**config.mk**
```make
export PLATFORM = sky130hd
export DESIGN_NAME = writeback_stage
export DESIGN_NICKNAME = d
export VERILOG_FILES = /design/src/rtl/writeback_stage.sv
export SDC_FILE = /design/constraint.sdc
export NUM_CORES = 1
export LEC_CHECK = 0
export BUFFER_PORTS_ARGS = -buffer_cell sky130_fd_sc_hd__buf_2
export CAP_MARGIN = 40
export CORE_UTILIZATION = 35
export CTS_BUF_LIST = sky130_fd_sc_hd__clkbuf_4 sky130_fd_sc_hd__clkbuf_8
export DETAILED_ROUTE_END_ITERATION = 8
export REMOVE_ABC_BUFFERS = 1
export SETUP_SLACK_MARGIN = 0.05
export SYNTH_ARGS = -nofsm -noshare
export SYNTH_HDL_FRONTEND = slang
export SYNTH_SLANG_ARGS = --single-unit
```
**constraint.sdc**
```tcl
create_clock -name clk -period 4.6 [get_ports clk]
set_input_delay 0.23 -clock clk [delete_from_list [all_inputs] [get_ports clk]]
set_output_delay 0.23 -clock clk [all_outputs]
set_load 0.02 [all_outputs]
```
**src/rtl/writeback_stage.sv**
```systemverilog
// Writeback stage: retires ALU results or completes loads (with byte/half
// extraction and a bounded wait for memory) into the register-file write port.
module writeback_stage #(
    parameter int unsigned TIMEOUT_CYCLES = 255,
    parameter int unsigned TIMEOUT_W      = 8
) (
    input  logic        clk,
    input  logic        rst,
    input  logic        in_valid,
    output logic        in_ready,
    input  logic [4:0]  in_dest,
    input  logic [31:0] in_alu_result,
    input  logic        in_is_load,
    input  logic [2:0]  in_load_type,
    input  logic [1:0]  in_addr_low,
    input  logic [31:0] mem_rdata,
    input  logic        mem_ready,
    output logic [4:0]  rf_write_addr,
    output logic [31:0] rf_data,
    output logic        addr_error,
    output logic        bus_error
);

    localparam int unsigned DEST_W = 5;
    localparam int unsigned DATA_W = 32;

    localparam logic [2:0] LT_LB  = 3'd0;
    localparam logic [2:0] LT_LBU = 3'd1;
    localparam logic [2:0] LT_LH  = 3'd2;
    localparam logic [2:0] LT_LHU = 3'd3;

    typedef enum logic {
        IDLE,
        WAIT_MEM
    } state_e;

    state_e               state_q, state_d;
    logic [TIMEOUT_W-1:0] cnt_q, cnt_d;
    logic [DEST_W-1:0]    dest_q, dest_d;
    logic [2:0]           type_q, type_d;
    logic [1:0]           addr_low_q, addr_low_d;
    logic [DEST_W-1:0]    rf_write_addr_q, rf_write_addr_d;
    logic [DATA_W-1:0]    rf_data_q, rf_data_d;
    logic                 addr_error_q, addr_error_d;
    logic                 bus_error_q, bus_error_d;

    logic                 accept;
    logic                 misaligned;
    logic [7:0]           load_byte;
    logic [15:0]          load_half;
    logic [DATA_W-1:0]    load_value;

    assign in_ready      = (state_q == IDLE);
    assign rf_write_addr = rf_write_addr_q;
    assign rf_data       = rf_data_q;
    assign addr_error    = addr_error_q;
    assign bus_error     = bus_error_q;

    assign accept = in_valid && in_ready;

    // Halfword loads need bit 0 clear; word loads (types 4-7) need both bits clear.
    always_comb begin
        misaligned = 1'b0;
        if (in_load_type == LT_LH || in_load_type == LT_LHU) begin
            misaligned = in_addr_low[0];
        end else if (in_load_type[2]) begin
            misaligned = (in_addr_low != 2'd0);
        end
    end

    // Little-endian lane selection and sign/zero extension of the returned word.
    always_comb begin
        load_byte = 8'(mem_rdata >> {addr_low_q, 3'b000});
        load_half = addr_low_q[1] ? mem_rdata[31:16] : mem_rdata[15:0];
        case (type_q)
            LT_LB:   load_value = {{24{load_byte[7]}}, load_byte};
            LT_LBU:  load_value = {24'd0, load_byte};
            LT_LH:   load_value = {{16{load_half[15]}}, load_half};
            LT_LHU:  load_value = {16'd0, load_half};
            default: load_value = mem_rdata;
        endcase
    end

    always_comb begin
        state_d         = state_q;
        cnt_d           = cnt_q;
        dest_d          = dest_q;
        type_d          = type_q;
        addr_low_d      = addr_low_q;
        rf_write_addr_d = '0;
        rf_data_d       = rf_data_q;
        addr_error_d    = 1'b0;
        bus_error_d     = 1'b0;

        case (state_q)
            IDLE: begin
                if (accept) begin
                    if (!in_is_load) begin
                        rf_write_addr_d = in_dest;
                        rf_data_d       = in_alu_result;
                    end else if (misaligned) begin
                        addr_error_d = 1'b1;
                    end else begin
                        dest_d     = in_dest;
                        type_d     = in_load_type;
                        addr_low_d = in_addr_low;
                        cnt_d      = '0;
                        state_d    = WAIT_MEM;
                    end
                end
            end
            WAIT_MEM: begin
                if (mem_ready) begin
                    rf_write_addr_d = dest_q;
                    rf_data_d       = load_value;
                    state_d         = IDLE;
                end else if (cnt_q == TIMEOUT_W'(TIMEOUT_CYCLES - 1)) begin
                    bus_error_d = 1'b1;
                    cnt_d       = '0;
                    state_d     = IDLE;
                end else begin
                    cnt_d = cnt_q + TIMEOUT_W'(1);
                end
            end
            default: state_d = IDLE;
        endcase
    end

    always_ff @(posedge clk) begin
        if (rst) begin
            state_q         <= IDLE;
            cnt_q           <= '0;
            dest_q          <= '0;
            type_q          <= '0;
            addr_low_q      <= '0;
            rf_write_addr_q <= '0;
            rf_data_q       <= '0;
            addr_error_q    <= 1'b0;
            bus_error_q     <= 1'b0;
        end else begin
            state_q         <= state_d;
            cnt_q           <= cnt_d;
            dest_q          <= dest_d;
            type_q          <= type_d;
            addr_low_q      <= addr_low_d;
            rf_write_addr_q <= rf_write_addr_d;
            rf_data_q       <= rf_data_d;
            addr_error_q    <= addr_error_d;
            bus_error_q     <= bus_error_d;
        end
    end

endmodule

```
# == Yosys cells after proc, flatten, opt, wreduce, memory -nomap -nowiden ==
# Index checks and enable logic that the tools add are counted.
# totals
regBits,58
output_inout_bits,40
in_bits,79
wordCells,62
# op_classes
reduce_logical,9
shifts,1
mux,26
eq_ne,12
bitwise,4
addsub,1
# ops
op,n
$pmux 32 s4,1
$mux 32,3
$pmux 32 s2,1
$mux 8,5
$shr 32x5->8,1
$mux 16,1
$pmux 8 s2,1
$mux 5,3
$eq 3x2->1 const B,4
$pmux 5 s2,1
$mux 1,9
$add 8x1->8 const B,1
$eq 8x8->1 const B,1
$ne 2x2->1 const B,4
$reduce_and 4->1,2
$ne 2x1->1 const B,2
$not 1->1,4
$reduce_or 4->1,1
$eq 3x1->1 const B,1
$logic_not 3->1,1
$reduce_and 3->1,1
$reduce_or 3->1,1
$pmux 1 s2,1
$reduce_bool 2->1,1
other kinds (2),2

# == Longest topological paths before layout ==
# Gate-level depths: netlist of run 1.
# depth
word_depth,7
mapped_depth,7
ltp_nobuf,5

# == Worst setup path before layout of run 1 ==
# Ideal clock, no wire load.
# synth_path
path_kind,register to register
from,register addr_low_q[1]
to,"register rf_data_q[30], in the netlist rf_data[30]"
required_time_ns,4.481
synth_period_minus_slack_ns,1.684
setup_slack_ns,2.916
path_buffers,2
stages_incl_launch_ff,7
arrival_time_ns,1.565
setup_time_ns,0.119
cell_sequence,dfxtp_1 -> mux4_2 -> or2_1 -> buf_6 -> buf_6 -> a21oi_2 -> o21ai_1
# synth_between
elab_chain_cells,4
elab_cells_between_ends,5
cone_classes,shift (1); mux (4)
# synth_lines
element,line,source
from (decl),41,"logic [1:0] addr_low_q, addr_low_d;"
from (signal assigned),145,addr_low_q <= addr_low_d;
$shr 32x5->8 / $mux 16 (equally long branches),"73, 74",
$pmux 32 s4 (*),75,case (type_q)
$mux 32 (*),113,if (mem_ready) begin
$pmux 32 s2 (*),95,case (state_q)
to (signal assigned),147,rf_data_q <= rf_data_d;
to (decl),43,"logic [DATA_W-1:0] rf_data_q, rf_data_d;"
# Mark *: on every way between the ends. The rest lies on a longest branch, timed or not. The select of a mux whose other input is x is not followed.
# A chain may end at the register's enable or synchronous reset.

# == Worst setup path after layout of run 1 ==
# layout_path
from,register state_q
to,register cnt_q[6]
# layout_between
elab_chain_cells,4
elab_cells_between_ends,8
cone_classes,eq/ne (4); mux (1); bitwise (1); reduce/logical (2)
# layout_lines
element,line,source
from (decl),37,"state_e state_q, state_d;"
from (signal assigned),141,state_q <= state_d;
$not 1->1 (no line),-,
$logic_and 1x1->1,59,assign accept = in_valid && in_ready;
$ne 2x1->1 (no line),-,
$reduce_and 4->1 (no line),-,
to (signal assigned),142,cnt_q <= cnt_d;
to (decl),38,"logic [TIMEOUT_W-1:0] cnt_q, cnt_d;"
# Several ways; a longest one is shown, not always the timed one.

==> summary.txt, run 1 <==
Hold path
  • Hold Crit Class: in -> reg
  • Hold depth: 3
  • Worst min-delay path startpoint: in_dest[2]
  • Worst Hold End: dest_q[2]$_SDFFE_PP0P_

Critical path
  • Reg-to-Reg Start: state_q$_SDFF_PP0_
  • Worst reg-to-reg path cell count: 6
  • CP Launch Type: register
  • Internal reg-to-reg setup slack: 2.38 ns
  • Setup Crit Path Kind: reg -> reg
  • Reg-to-reg critical path endpoint: cnt_q[6]$_SDFFE_PP0P_
  • Req. time, crit path: 4.86 ns
  • CP max FO: 50
  • CP Capture Type: register
  • Crit path DAT: 2.48 ns

Clock network
  • Root buffer cell: clkbuf_8
  • H-tree levels: 3
  • Post-CTS resize count: 0
  • Postcts setup bufs: 0
  • Clock Path Buffers: 2
  • CTS tree: done
  • CTS Buf Count: 9
  • Worst-Skew Late Latency: 0.34 ns
  • Post-CTS Hold Buffers: 0
  • Clk sinks: 58
  • Clk pin slew, worst setup/hold paths: 0.07 ns

Placed design
  • PortBufs: 118
  • RD Place Congestion: 0.806
  • Hpwl dp: 7260 um
  • Placed Cells: 627
  • Post-place setup slack: 2.41 ns
  • Placed Area: 3890 um2

Timing
  • Clock Skew: 0.00774 ns
  • Final worst setup slack: 2.38 ns
  • Slew Viols, Final: 0
  • Slew @ Worst Pin: 0.907 ns
  • Final number of hold-violating endpoints: 0
  • Final setup violation count: 0
  • Final period utilization: 0.484
  • Fmax: 450 MHz
  • RSZ-0062 raised after global routing: false
  • Fin crit period: 2.22 ns
  • Setup TNS Final: 0 ns
  • Relative slew slack: 0.394

GRT
  • Tot GR Track Use: 0.211
  • Antenna violations before repair: 0
  • Grt ovf: 0
  • Largest net degree at the start of global routing: 51
  • First-pass GRT wire length: 16300 um
  • Vias in the first global route: 3347

Logic synthesis
  • Yosys reg bits: 58
  • Number of flops mapped to enable cells by yosys: 0
  • FFs w/ async S/R, synth: 0
  • Post-synthesis cell count: 431
  • Yosys warns: 0
  • Ranking of synthesized cells by area: dfxtp_1, nand2_1, a21oi_1, o21ai_0, o21ai_1
  • Synth Cell Area: 3280 um2
  • Post-synth top flop: dfxtp_1
  • Post-synth cell types: 58
  • Post-synth top cells: nand2_1, dfxtp_1, a21oi_1
  • Post-synth top area share: 0.354
  • Mapped Avg Cell Area: 7.61 um2
  • Post-synthesis sequential area ratio: 0.354
  • Most common cell in the synthesized netlist: nand2_1
  • Biggest area consumer among synthesized cells: dfxtp_1

Die
  • Die width: 98.8 um
  • Die area: 9760 um2
  • Die Ht: 98.8 um
  • IO Pins: 119
  • Core Rows: 34
  • Core area: 8890 um2
  • Initial Utilization: 0.369

Power and ir drop
  • Switch share: 0.280
  • Logic pwr share: 0.165
  • Switching power total: 0.000378 W
  • Internal power: 0.000970 W
  • Pwr dens: 327 nW/um2
  • Clock power share: 0.431
  • Leakage: 1.63 nW
  • Peak VDD IR: 0.000196 V
  • Flop pwr share: 0.404

Detailed routing
  • DR WL/cell: 16.0 um
  • Iter 0 DRT Violations: 227
  • Drt pass-1 iters: 5
  • Vias: 3535
  • DR vias/cell: 5.50
  • Routed Antenna Nets: 0
  • Post-route DRC: 0
  • Post-Route WL: 10300 um

Cells and area
  • Layout Nets: 611
  • Final Instance Area: 4130 um2
  • FILL cells: 947
  • Final std cells w/o fill: 643
  • Layout cells sized above 1: 0.299
  • P&R area growth vs syn: 25.9%
  • Antenna cells: 0
  • Reg area: 1160 um2
  • Multi-input logic area: 1910 um2

Status
  • Status: completed

Flow run
  • Max-Cap Viols: 0
==> sequential cells by signal (all words and copies together), names as in the netlist <==
signal / flops
addr_low_q: 2
addr_error: 1
cnt_q: 8
dest_q: 5
bus_error: 1
state_q: 1
type_q: 3
rf_write_addr: 5
rf_data: 32
==> power by group through the flow <==
stage          Combinational, W  Sequential [W]  Clock (W)
6_report               0.000223        0.000544   0.000581
5_1_grt                0.000244        0.000547   0.000615
4_1_cts                0.000224        0.000544   0.000595
3_5_place_dp           0.000223        0.000556          0
3_3_place_gp           0.000215        0.000557          0
2_1_floorplan         0.0000916        0.000583          0
==> kinds of logic after synthesis <==
kind of cell / Yosys count / synth area share
compound gates: 153 / 0.305
mux: 5 / 0.0191
flops: 58 / 0.354
simple gates: 167 / 0.249
buf+inv: 45 / 0.0622
fa+ha+maj: 2 / 0.00763
xor+xnor: 1 / 0.00267
==> area by class of cell <==
class	count	share of cell area
Clock buffer	9	0.0300
Clock inverter	7	0.0285
Inverter	9	0.00818
Multi-Input combinational cell	328	0.463
Sequential cell	58	0.281
Tap cell	108	0.0327
Timing Repair Buffer	124	0.156
==> per-layer routing <==
metal | global-route usage | part of all wire | up-vias
met5 | 0 | 0 | -
met4 | 0.0494 | 0.0094 | 0
met3 | 0.0525 | 0.055 | 11
met2 | 0.352 | 0.48 | 125
met1 | 0.275 | 0.45 | 1661
li1 | - | - | 1738
==> worst max-delay path, cell delays in order, from the launching register on <==
cell and delay, ns:
dfxtp_1 0.42, buf_4 0.44, nor2b_1 0.30, a31oi_1 0.16
buf_4 0.23, or4_1 0.40, a21oi_1 0.19
==> cells in the final DEF, fill, tap and decap left out, types with 10 or more instances in the layout <==
cell type,count
nand2_1,90
nand3_1,11
o21ai_1,18
buf_2,118
dfxtp_1,58
nor2_1,16
a21oi_2,10
nor2b_1,13
a21oi_1,43
o21ai_0,22
==> through the flow <==
| stage | hold slack (ns) | total power [W] | util |
|---|---|---|---|
| finish | 0.129 | 0.00135 | 0.464 |
| global route | 0.126 | 0.00141 | 0.464 |
| CTS | 0.103 | 0.00136 | 0.464 |
| detailed placement | 0.440 | 0.000779 | 0.437 |
| global placement | 0.434 | 0.000772 | 0.434 |
| floorplan | 0.299 | 0.000675 | - |
==> worst max path at each step <==
| stage | cells after the start | from | end | slack (ns) |
|---|---|---|---|---|
| global route | 6 | state_q$_SDFF_PP0_ | cnt_q[6]$_SDFFE_PP0P_ | 2.25 |
| detailed placement | 6 | state_q$_SDFF_PP0_ | cnt_q[6]$_SDFFE_PP0P_ | 2.41 |
| global placement | 4 | addr_low_q[1]$_SDFFE_PP0P_ | rf_data[19]$_SDFFE_PP0P_ | 2.08 |
| finish | 6 | state_q$_SDFF_PP0_ | cnt_q[6]$_SDFFE_PP0P_ | 2.38 |
| floorplan | 4 | state_q$_SDFF_PP0_ | rf_data[13]$_SDFFE_PP0P_ | 2.31 |
| CTS | 6 | state_q$_SDFF_PP0_ | cnt_q[6]$_SDFFE_PP0P_ | 2.36 |
Power figures use the tool's default switching activity.
==> run 2: changes to the inputs <==
==> constraint.sdc (replaced) <==
create_clock -name clk -period 2.21 [get_ports clk]
set_input_delay 0.1105 -clock clk [delete_from_list [all_inputs] [get_ports clk]]
set_output_delay 0.1105 -clock clk [all_outputs]
set_load 0.02 [all_outputs]
==> summary.txt, run 2 (synthesis gave the netlist of run 1 again) <==
Placed design
  • Hpwl dp: 7320 um
  • RD Place Congestion: 0.878
  • PortBufs: 118

Clock network
  • Worst-Skew Late Latency: 0.34 ns
  • Clk pin slew, worst setup/hold paths: 0.07 ns
  • CTS tree: done
  • Postcts setup bufs: 0
  • Clock Path Buffers: 2
  • CTS Buf Count: 9
  • Clk sinks: 58
  • Post-CTS Hold Buffers: 1
  • Post-CTS resize count: 0
  • H-tree levels: 3
  • Root buffer cell: clkbuf_8

Cells and area
  • Most common cell after layout, fill and taps aside: buf_2
  • P&R area growth vs syn: 26.6%
  • Layout cells sized above 1: 0.308
  • Antenna cells: 0
  • Most frequent cells in the layout: buf_2, nand2_1, dfxtp_1
  • Max reg flops: 32
  • Post-layout util: 0.467
  • Layout Nets: 619

Status
  • Status: completed

Critical path
  • Req. time, crit path: 2.41 ns
  • CP Capture Type: register
  • CP Launch Type: register
  • CP max FO: 47
  • Setup Crit Path Kind: reg -> reg
  • Crit path DAT: 2.20 ns

Power and ir drop
  • Leakage: 1.66 nW
  • Peak VDD IR: 0.000361 V
  • Final Power: 0.00264 W
  • Pwr dens: 636 nW/um2

Hold path
  • Hold Crit Class: in -> reg

GRT
  • Tot GR Track Use: 0.205
  • Antenna violations before repair: 0
  • Largest net degree at the start of global routing: 48
  • Grt ovf: 0
  • Vias in the first global route: 3293
  • First-pass GRT wire length: 15800 um

Detailed routing
  • Iter 0 DRT Violations: 163
  • Vias: 3545
  • Drt pass-1 iters: 4
  • Post-Route WL: 10000 um
  • DR WL/cell: 15.4 um
  • Routed Antenna Nets: 0
  • Post-route DRC: 0
  • DR vias/cell: 5.45

Timing
  • Min Hold Slack: 0.0198 ns
  • Fmax: 502 MHz
  • Slew Viols, Final: 0
  • Relative slew slack: 0.496
  • Final setup violation count: 0
  • RSZ-0062 raised after global routing: false
  • Setup TNS Final: 0 ns
  • Final number of hold-violating endpoints: 0
  • Clock Skew: 0.0112 ns
  • Slew @ Worst Pin: 0.757 ns
  • Final period utilization: 0.902
  • Fin crit period: 1.99 ns

Die
  • Initial Utilization: 0.369
  • Die width: 98.8 um
  • Core area: 8890 um2
  • Die Ht: 98.8 um
  • Core Rows: 34
  • Die area: 9760 um2
  • IO Pins: 119

Flow run
  • Max-Cap Viols: 0
## run 2: cell count changes in the layout (fill, tap and decap cells not counted), sizes merged
cell         delta
bufinv          -2
clkbuf          +3
buf             +7
clkinvlp        -1
dlygate4sd3     +1
## run 2: per-stage QoR
| step | instance area [um2] | setup WS (ns) | instances |
|---|---|---|---|
| after floorplan | 3110 | -0.0777 | 395 |
| after global placement | 3920 | 0.367 | 633 |
| after detailed placement | 3930 | 0.285 | 634 |
| after CTS | 4150 | 0.265 | 651 |
| after global routing | 4150 | 0.0697 | 651 |
| final | 4150 | 0.217 | 651 |
## run 2: per-layer routing
metal  global-route usage  share of wire  routed length (um)  vias up
met5                    0              0                   0        -
met4               0.0436          0.011                 114        0
met3               0.0660          0.082                 827       11
met2                0.336           0.46                4610      134
met1                0.263           0.45                4480     1647
li1                     -              -                   -     1753
## run 2: final timing paths
path	from	to	slack [ns]	cells past startpoint
min	in_dest[4]	dest_q[4]$_SDFFE_PP0P_	0.02	3
max reg2reg	state_q$_SDFF_PP0_	rf_data[0]$_SDFFE_PP0P_	0.22	5
max	state_q$_SDFF_PP0_	rf_data[0]$_SDFFE_PP0P_	0.22	5
min reg2reg	rf_data[19]$_SDFFE_PP0P_	rf_data[19]$_SDFFE_PP0P_	0.44	2
## run 2: power by group
| group | internal [W] | switching (W) | total [W] |
|---|---|---|---|
| logic | 0.000184 | 0.000290 | 0.000474 |
| registers | 0.00110 | 0.0000307 | 0.00113 |
| clock network | 0.000593 | 0.000443 | 0.00104 |
## run 2: final cells by class
cell class | count | area, um2
clock inverter | 4 | 50.0
inverter | 9 | 33.8
tap | 108 | 135
sequential | 58 | 1160
fill | 940 | 4740
multi-input combinational | 328 | 1910
timing repair buffer | 132 | 698
clock buffer | 12 | 159
## run 2: worst max-delay path: stages, from the launching register on
cell and delay [ns]:
dfxtp_1 0.46, buf_4 0.44, inv_1 0.35, a221oi_1 0.34, a2bb2oi_1 0.18, a21oi_1 0.08
==> run 3: changes to the inputs <==
--- a/config.mk
+++ b/config.mk
@@ -7,9 +7,12 @@
 export LEC_CHECK = 0
 export BUFFER_PORTS_ARGS = -buffer_cell sky130_fd_sc_hd__buf_2
 export CAP_MARGIN = 40
-export CORE_UTILIZATION = 35
+export CELL_PAD_IN_SITES_DETAIL_PLACEMENT = 2
+export CELL_PAD_IN_SITES_GLOBAL_PLACEMENT = 2
+export CORE_UTILIZATION = 28
 export CTS_BUF_LIST = sky130_fd_sc_hd__clkbuf_4 sky130_fd_sc_hd__clkbuf_8
 export DETAILED_ROUTE_END_ITERATION = 8
+export PLACE_DENSITY_LB_ADDON = 0.1
 export REMOVE_ABC_BUFFERS = 1
 export SETUP_SLACK_MARGIN = 0.05
 export SYNTH_ARGS = -nofsm -noshare
==> constraint.sdc (replaced) <==
create_clock -name clk -period 2.21 [get_ports clk]
set_input_delay 0.3315 -clock clk [delete_from_list [all_inputs] [get_ports clk]]
set_output_delay 0.3315 -clock clk [all_outputs]
set_load 0.02 [all_outputs]
==> summary.txt, run 3 (synthesis gave the netlist of run 1 again) <==
Clock network
  • Clk pin slew, worst setup/hold paths: 0.08 ns
  • Worst-Skew Late Latency: 0.36 ns
  • CTS tree: done
  • Clk sinks: 58
  • Post-CTS Hold Buffers: 0
  • Root buffer cell: clkbuf_8
  • CTS Buf Count: 9
  • Clock Path Buffers: 2
  • H-tree levels: 3

Die
  • IO Pins: 119
  • Core Rows: 39
  • Initial Utilization: 0.287
  • Die width: 110 um
  • Core area: 11400 um2
  • Die Ht: 110 um
  • Die area: 12100 um2

GRT
  • M1 GR Usage: 0.254
  • Largest net degree at the start of global routing: 49
  • Vias in the first global route: 3722
  • Gr busiest metal: met2
  • Antenna violations before repair: 0
  • Tot GR Track Use: 0.210
  • M2 GR Usage: 0.367
  • Grt ovf: 0
  • First-pass GRT wire length: 19100 um
  • Met3 Usage GRT: 0.0547

Critical path
  • Worst setup path startpoint: addr_low_q[0]$_SDFFE_PP0P_
  • Crit path DAT: 2.19 ns
  • Setup Crit Path Kind: reg -> reg
  • Reg-to-reg critical path endpoint: rf_data[8]$_SDFFE_PP0P_
  • CP Cell Sequence: mux4_2, nor4b_2, nor2b_1, a221oi_1
  • CP max FO: 7
  • CP Launch Type: register
  • Req. time, crit path: 2.47 ns
  • Crit path max-delay cell type: nor4b_2
  • CP peak stage delay: 0.51 ns
  • Reg-to-Reg Start: addr_low_q[0]$_SDFFE_PP0P_
  • CP Capture Type: register
  • Worst reg-to-reg path cell count: 4
  • Internal reg-to-reg setup slack: 0.28 ns

Timing
  • Final period utilization: 0.873
  • Clock Skew: 0.0124 ns
  • Relative slew slack: 0.576
  • Min Hold Slack: 0.218 ns
  • Final setup violation count: 0
  • RSZ-0062 raised after global routing: false
  • Fin crit period: 1.93 ns
  • Slew Viols, Final: 0
  • Final number of hold-violating endpoints: 0
  • Slew @ Worst Pin: 0.633 ns
  • Fmax: 518 MHz

Placed design
  • Placed Area: 3990 um2
  • Hpwl dp: 9040 um
  • RD Place Congestion: 0.751
  • Placed Cells: 671
  • PortBufs: 118

Cells and area
  • Max reg flops: 32
  • Most frequent cells in the layout: buf_2, nand2_1, dfxtp_1
  • Final std cells w/o fill: 690
  • Layout cells sized above 1: 0.318
  • P&R area growth vs syn: 29.5%
  • Most common cell after layout, fill and taps aside: buf_2
  • Layout Nets: 623
  • Post-layout util: 0.372
  • Final Instance Area: 4240 um2
  • Antenna cells: 0

Power and ir drop
  • Clock power share: 0.415
  • Internal power: 0.00196 W
  • Pwr dens: 654 nW/um2
  • Peak VDD IR: 0.000348 V
  • Logic pwr share: 0.179
  • Flop pwr share: 0.406
  • Leakage: 1.69 nW
  • Switch share: 0.294
  • Switching power total: 0.000816 W

Hold path
  • Worst min-delay path startpoint: in_load_type[0]
  • Hold depth: 3
  • Hold Crit Class: in -> reg
  • Worst Hold End: type_q[0]$_SDFFE_PP0P_

Detailed routing
  • Vias: 3614
  • Routed Antenna Nets: 0
  • Post-Route WL: 12400 um
  • Post-route DRC: 0
  • DR WL/cell: 18.0 um
  • Drt pass-1 iters: 4
  • DR vias/cell: 5.24
  • Iter 0 DRT Violations: 81

Status
  • Status: completed

Flow run
  • Max-Cap Viols: 0
## run 3: critical path: cells and delay by family (launching register included)
kind | cells | cell delay [ns]
compound gates | 1 | 0.32
flops | 1 | 0.47
mux | 1 | 0.29
simple gates | 2 | 0.76
## run 3: how the worst max path moves through the flow
stage | end | slack, ns | cells past startpoint
final | rf_data[8]$_SDFFE_PP0P_ | 0.28 | 4
after global routing | rf_data[1]$_SDFFE_PP0P_ | 0.20 | 6
after CTS | in_ready | 0.13 | 3
after detailed placement | rf_data[1]$_SDFFE_PP0P_ | 0.20 | 5
after global placement | cnt_q[3]$_SDFFE_PP0P_ | 0.34 | 5
after floorplan | rf_data[13]$_SDFFE_PP0P_ | -0.08 | 4
## run 3: power groups by stage
stage | clock network, W | registers [W] | logic [W]
after global placement | 0 | 0.00115 | 0.000483
after floorplan | 0 | 0.00121 | 0.000191
after detailed placement | 0 | 0.00115 | 0.000500
after CTS | 0.00118 | 0.00113 | 0.000502
after global routing | 0.00121 | 0.00113 | 0.000549
final | 0.00115 | 0.00113 | 0.000496
## run 3: routing by layer
| layer | wire [um] | share of wire |
|---|---|---|
| met2 | 6150 | 0.50 |
| met1 | 5420 | 0.44 |
| met3 | 662 | 0.053 |
| met4 | 153 | 0.012 |
| met5 | 0 | 0 |
## run 3: metrics by stage
stage                     power (W)  setup TNS [ns]  setup slack (ns)
after floorplan             0.00140          -0.737           -0.0777
after global routing        0.00290               0             0.200
final                       0.00278               0             0.280
after CTS                   0.00281               0             0.125
after global placement      0.00163               0             0.338
after detailed placement    0.00165               0             0.203
## run 3: cell type report
| type | instances | area (um2) |
|---|---|---|
| clock buffers | 11 | 145 |
| clock inverters | 5 | 77.6 |
| fillers | 1390 | 7170 |
| inverters | 9 | 37.5 |
| multi-input cells | 328 | 1910 |
| flip-flops and latches | 58 | 1160 |
| well taps | 143 | 179 |
| repair buffers | 136 | 729 |
## run 3: timing repair
action | 4_1_cts | 5_1_grt
endpoints found under the setup margin | 1 | 1
gates resized for setup | 1 | 1
setup buffers | 0 | 3
endpoints found under the hold margin | 0 | 0
